## config.mk

```make
export PLATFORM = sky130hd
export DESIGN_NAME = sgpio_slice
export DESIGN_NICKNAME = d
export VERILOG_FILES = /design/src/rtl/sgpio_slice.sv
export SDC_FILE = /design/constraint.sdc
export NUM_CORES = 1
export LEC_CHECK = 0
export BUFFER_PORTS_ARGS = -buffer_cell sky130_fd_sc_hd__buf_4
export CAP_MARGIN = 20
export CORE_AREA = 2 2 70 79
export DETAILED_ROUTE_END_ITERATION = 8
export DIE_AREA = 0 0 72 81
export PLACE_DENSITY = 0.72
export SLEW_MARGIN = 20
export SYNTH_ARGS = -nofsm -noshare
export SYNTH_HDL_FRONTEND = slang
export SYNTH_SLANG_ARGS = --single-unit
```

## constraint.sdc

```tcl
create_clock -name clk -period 2.8 [get_ports clk]
set_input_delay 0.56 -clock clk [delete_from_list [all_inputs] [get_ports clk]]
set_output_delay 0.56 -clock clk [all_outputs]
set_load 0.005 [all_outputs]
```

## src/rtl/sgpio_slice.sv

```systemverilog
// sgpio_slice: multi-lane SGPIO serial/parallel slice with a shared FIFO.
// RX mode assembles LSB-first lane bits into words queued for the fabric;
// TX mode takes fabric words from the same FIFO and shifts them out gaplessly.
module sgpio_slice #(
  parameter int LANES = 1,
  parameter int WIDTH = 8,
  parameter int DEPTH = 4
) (
  input  logic                       clk,
  input  logic                       rst_n,
  input  logic                       dir,
  input  logic                       shift_en_n,
  input  logic [LANES-1:0]           sin,
  output logic [LANES-1:0]           sout,
  output logic [LANES*WIDTH-1:0]     rx_data,
  output logic                       rx_valid,
  input  logic                       rx_ready,
  input  logic [LANES*WIDTH-1:0]     tx_data,
  input  logic                       tx_valid,
  output logic                       tx_ready,
  output logic [$clog2(DEPTH):0]     level,
  output logic                       overrun,
  output logic                       underrun,
  input  logic                       clear_flags
);

  localparam int AW = $clog2(DEPTH);
  localparam int W  = LANES * WIDTH;
  localparam int CW = $clog2(WIDTH);

  // Registered state
  logic          dir_q;
  logic [CW-1:0] cnt;
  logic [W-1:0]  sh;
  logic          loaded;
  logic [AW:0]   wr_ptr;
  logic [AW:0]   rd_ptr;
  logic [W-1:0]  mem [DEPTH];

  // Next-state and control
  logic          en;
  logic          flush;
  logic          mode_ok;
  logic          empty;
  logic          full;
  logic          last;
  logic [W-1:0]  head;
  logic [W-1:0]  sh_rx;
  logic [W-1:0]  sh_tx;
  logic [W-1:0]  sh_d;
  logic [CW-1:0] cnt_d;
  logic          loaded_d;
  logic          push;
  logic          pop;
  logic [W-1:0]  push_data;
  logic          ovr_set;
  logic          und_set;

  // FIFO status and port handshakes, all from registered pointers and mode
  always_comb begin
    en       = ~shift_en_n;
    flush    = (dir != dir_q);
    mode_ok  = ~flush;
    empty    = (wr_ptr == rd_ptr);
    full     = (wr_ptr[AW] != rd_ptr[AW]) && (wr_ptr[AW-1:0] == rd_ptr[AW-1:0]);
    last     = (cnt == CW'(WIDTH - 1));
    head     = mem[rd_ptr[AW-1:0]];
    rx_data  = head;
    // Handshakes are withheld during a flush cycle, since any transfer
    // in that cycle would be discarded anyway.
    rx_valid = ~dir & mode_ok & ~empty;
    tx_ready = dir & mode_ok & ~full;
    level    = wr_ptr - rd_ptr;
  end

  // Per-lane shift candidates: RX shifts sin in at the top, TX shifts 0 in
  always_comb begin
    sh_rx = '0;
    sh_tx = '0;
    for (int l = 0; l < LANES; l++) begin
      sh_rx[l*WIDTH +: WIDTH] = {sin[l], sh[l*WIDTH+1 +: WIDTH-1]};
      sh_tx[l*WIDTH +: WIDTH] = {1'b0,   sh[l*WIDTH+1 +: WIDTH-1]};
    end
  end

  // Serial outputs: lane LSB in TX mode, held low in RX mode
  always_comb begin
    sout = '0;
    if (dir_q) begin
      for (int l = 0; l < LANES; l++) sout[l] = sh[l*WIDTH];
    end
  end

  // Shifter / counter / FIFO control for both modes, flush overrides all
  // NOTE: every signal gets a default before any branch so no latch is inferred.
  always_comb begin
    sh_d      = sh;
    cnt_d     = cnt;
    loaded_d  = loaded;
    push      = 1'b0;
    pop       = 1'b0;
    push_data = sh_rx;
    ovr_set   = 1'b0;
    und_set   = 1'b0;
    if (!dir_q) begin
      pop = rx_valid & rx_ready;
      if (en) begin
        sh_d  = sh_rx;
        cnt_d = last ? '0 : cnt + CW'(1);
        if (last) begin
          // A full FIFO still takes the word if the fabric pops this cycle.
          if (!full || pop) push = 1'b1;
          else              ovr_set = 1'b1;
        end
      end
    end else begin
      push      = tx_valid & tx_ready;
      push_data = tx_data;
      if (!loaded) begin
        if (!empty) begin
          sh_d     = head;
          pop      = 1'b1;
          loaded_d = 1'b1;
          cnt_d    = '0;
        end
      end else if (en) begin
        if (last) begin
          cnt_d = '0;
          if (!empty) begin
            // Reload on the last bit keeps the wire gapless.
            sh_d = head;
            pop  = 1'b1;
          end else begin
            sh_d     = '0;
            loaded_d = 1'b0;
            und_set  = 1'b1;
          end
        end else begin
          sh_d  = sh_tx;
          cnt_d = cnt + CW'(1);
        end
      end
    end
    if (flush) begin
      sh_d     = '0;
      cnt_d    = '0;
      loaded_d = 1'b0;
      push     = 1'b0;
      pop      = 1'b0;
      ovr_set  = 1'b0;
      und_set  = 1'b0;
    end
  end

  // Control state registers
  // NOTE: sequential state uses non-blocking assignments only.
  always_ff @(posedge clk or negedge rst_n) begin
    if (!rst_n) begin
      dir_q    <= 1'b0;
      cnt      <= '0;
      sh       <= '0;
      loaded   <= 1'b0;
      wr_ptr   <= '0;
      rd_ptr   <= '0;
      overrun  <= 1'b0;
      underrun <= 1'b0;
    end else begin
      dir_q    <= dir;
      cnt      <= cnt_d;
      sh       <= sh_d;
      loaded   <= loaded_d;
      if (flush) begin
        wr_ptr <= '0;
        rd_ptr <= '0;
      end else begin
        wr_ptr <= wr_ptr + (AW+1)'(push);
        rd_ptr <= rd_ptr + (AW+1)'(pop);
      end
      // A set in the same cycle as clear_flags wins.
      overrun  <= ovr_set | (overrun  & ~clear_flags);
      underrun <= und_set | (underrun & ~clear_flags);
    end
  end

  // FIFO storage write
  // NOTE: the FIFO array has no reset; the pointers alone define valid entries.
  always_ff @(posedge clk) begin
    if (push) mem[wr_ptr[AW-1:0]] <= push_data;
  end

endmodule

```

==> results.cfg <==
[place]
dp_hpwl_um = 3380
gp_congestion = 0.8352
port_buffers = 31

[synth]
netlist_instances = 170
synth_seq_cells = 53
synth_nets = 197
ys_types = 35
syn_avg_cell_area_um2 = 14.48
ys_warn_count = 0
synthesis.area_um2 = 2462
yosysSeqAreaShare_pct = 60.37

[setup_path]
ff2ff_setup_slack_ns = 0.56
cp_max_fo = 7
endpoint_kind = output port
path_class = flip-flop to output port
reg2reg_from = wr_ptr[0]
r2r_end = wr_ptr[1]
setup.worst_path.start = rd_ptr[2]
reg2regPathDepth = 9
worst_setup_path_start_kind = flip-flop
crit_end = rx_valid
arrival_ns = 1.81
required_ns = 2.24

[global_route]
track_usage_pct = 17.77
grt_max_degree = 22
use_met3_pct = 3.970
grt_pass1_wl_um = 7576
use_met2_pct = 30.37
grt-busiest-layer = met2
grt_antenna_before_repair = 0
globalRouteOverflowTotal = 0
met1_usage_pct = 23.34
first_global_vias = 1467

[route]
vias = 1508
dr.pass1.iters = 4
avgRoutedWirePerCell_um = 17.74
wirelength_um = 4789
final_antenna_net_count = 0
drc = 0
drtIter0Drc = 68
via_per_inst = 5.585

[timing]
finClkSkew_ns = 0.002810
max_slew_margin_pct = 58.40
finalHoldViolations = 0
rsz0062_at_grt = no
worst_pin_slew_ns = 0.6217
finalSetupViolCount = 0
post-route-period-util_pct = 84.81
clock.fmax_mhz = 421.1
maxSlewViolCount = 0
min_period_ns = 2.375
hold_ws_ns = 0.1249

[power]
power.leakage_nw = 1.202
cellPowerDensity_nw_per_um2 = 480.9
total_power_mw = 1.386
peakVddDrop_mv = 0.4231

[clock_tree]
cts-htree-levels = 2
clockBufferDepth = 2
cts_buffers = 5
cts_sinks = 53
cts-root-buf = clkbuf_8
tritoncts = done
cts.clk_slew.worst_paths_ns = 0.09
cts_post_setup_buffers_inserted = 0
cts_resized = 0
worstSkewPairLatency_ns = 0.30
ctsHoldBuffers = 0

[die]
core_area_um2 = 5150
row_count = 28
die_area_um2 = 5832
die_h_um = 81
ios = 32
die_x_um = 72
initial_utilization_pct = 47.81

[final_layout]
multi_input_area_um2 = 899.6
n_fill_cell = 434
drive_gt1_share_pct = 29.52
diodes = 0
num-nets-final = 236
synthToLayoutAreaGrowth_pct = 17.07
regArea_um2 = 1486

[hold_path]
hold_path_class = input port to async pin

[flow_run]
maxCapViolCount = 0

[run_status]
status = finished, final reports clean
==> through the flow <==
stage / instance area (µm²) / utilization (%) / setup TNS (ns) / setup WS [ns] / std cells
CTS: 2883 / 55.98 / 0 / 0.4036 / 270
detailed placement: 2799 / 54.35 / 0 / 0.5027 / 262
floorplan: 2462 / - / -0.4284 / -0.01785 / 170
finish: 2883 / 55.98 / 0 / 0.4254 / 270
global placement: 2799 / 54.35 / 0 / 0.5356 / 262
global route: 2883 / 55.98 / 0 / 0.2636 / 270
==> registers in the layout, summed over array words and instances (netlist names) <==
name      count
cnt           3
dir_q         1
loaded        1
mem          32
overrun       1
rd_ptr        3
sh            8
underrun      1
wr_ptr        3
==> synthesized netlist by cell type, drive strengths merged <==
cell type  count  area share, %
a22oi          1           0.30
mux4           8            7.3
o31ai          1           0.30
nand2b         4            1.0
o32a           1           0.41
or3            1           0.25
mux2           7            3.2
nand3b         1           0.30
a221o          8            3.3
and2           8            2.0
nand4          1           0.25
dfrtp         21             21
clkbuf         5           0.76
nor2b          7            1.8
o21ai          3           0.61
and4b          1           0.41
mux2i          1           0.41
nand2          6           0.91
xnor2          4            1.4
a211oi         2           0.61
buf            3           0.81
and3           2           0.51
nor4           5            1.3
nor2           8            1.2
a2111oi        1            1.1
nor3           1           0.20
inv           10            1.5
fa             1           0.81
a31oi          2           0.51
a32o           1           0.41
edfxtp        32             39
a21oi          3           0.61
ha            10            5.1
==> critical path, cell delays in order (launching register included) <==
cell     delay, ns
dfrtp_1       0.41
xnor2_1       0.45
and3_1        0.43
nor2b_1       0.09
buf_4         0.14
==> final cells by class <==
| class | count | area share [%] |
|---|---|---|
| flip-flops and latches | 53 | 51.56 |
| well taps | 60 | 2.604 |
| clock buffers | 6 | 2.517 |
| multi-input cells | 99 | 31.21 |
| repair buffers | 40 | 10.42 |
| inverters | 10 | 1.302 |
| clock inverters | 2 | 0.3906 |
==> routing by layer <==
metal | vias up | wire length [µm]
li1 | 714 | -
met1 | 754 | 2193
met2 | 36 | 2342
met3 | 4 | 215
met4 | 0 | 38
met5 | - | 0
==> where the power goes <==
group / switching, mW / internal (mW)
Combinational: 0.0682 / 0.0562
Clock: 0.237 / 0.174
Sequential: 0.00945 / 0.841
Total: 0.315 / 1.07
==> how the worst min path moves through the flow <==
stage | endpoint | slack (ns) | from
6_report | dir_q | 0.12 | rst_n
5_1_grt | rd_ptr[2] | 0.13 | rst_n
3_3_place_gp | rd_ptr[2] | 0.46 | rst_n
4_1_cts | dir_q | 0.13 | rst_n
2_1_floorplan | cnt[0] | 0.26 | rst_n
3_5_place_dp | dir_q | 0.47 | rst_n
==> layout by cell type (no fill, tap or decap), types with 4 or more instances in the layout <==
cell and instances:
inv_1 10, mux4_2 8, mux2_2 7, clkbuf_8 5, buf_4 40, nor2_1 8
nor4_1 5, nand2_1 6, dfrtp_1 21, a221o_1 8, edfxtp_1 32, nand2b_1 4
xnor2_1 4, nor2b_1 7, and2_1 8, ha_1 10
==> cells by family (layout without fill, tap and decap cells) <==
kind of cell / after synthesis / after routing / share of synthesized area [%]
compound gates: 23 / 23 / 8.130
simple gates: 45 / 45 / 10.16
fa+ha+maj: 11 / 11 / 5.894
mux: 16 / 16 / 10.92
flops: 53 / 53 / 60.37
buf+inv: 18 / 58 / 3.099
xor+xnor: 4 / 4 / 1.423
No activity file was read; power rests on OpenSTA's default activity.
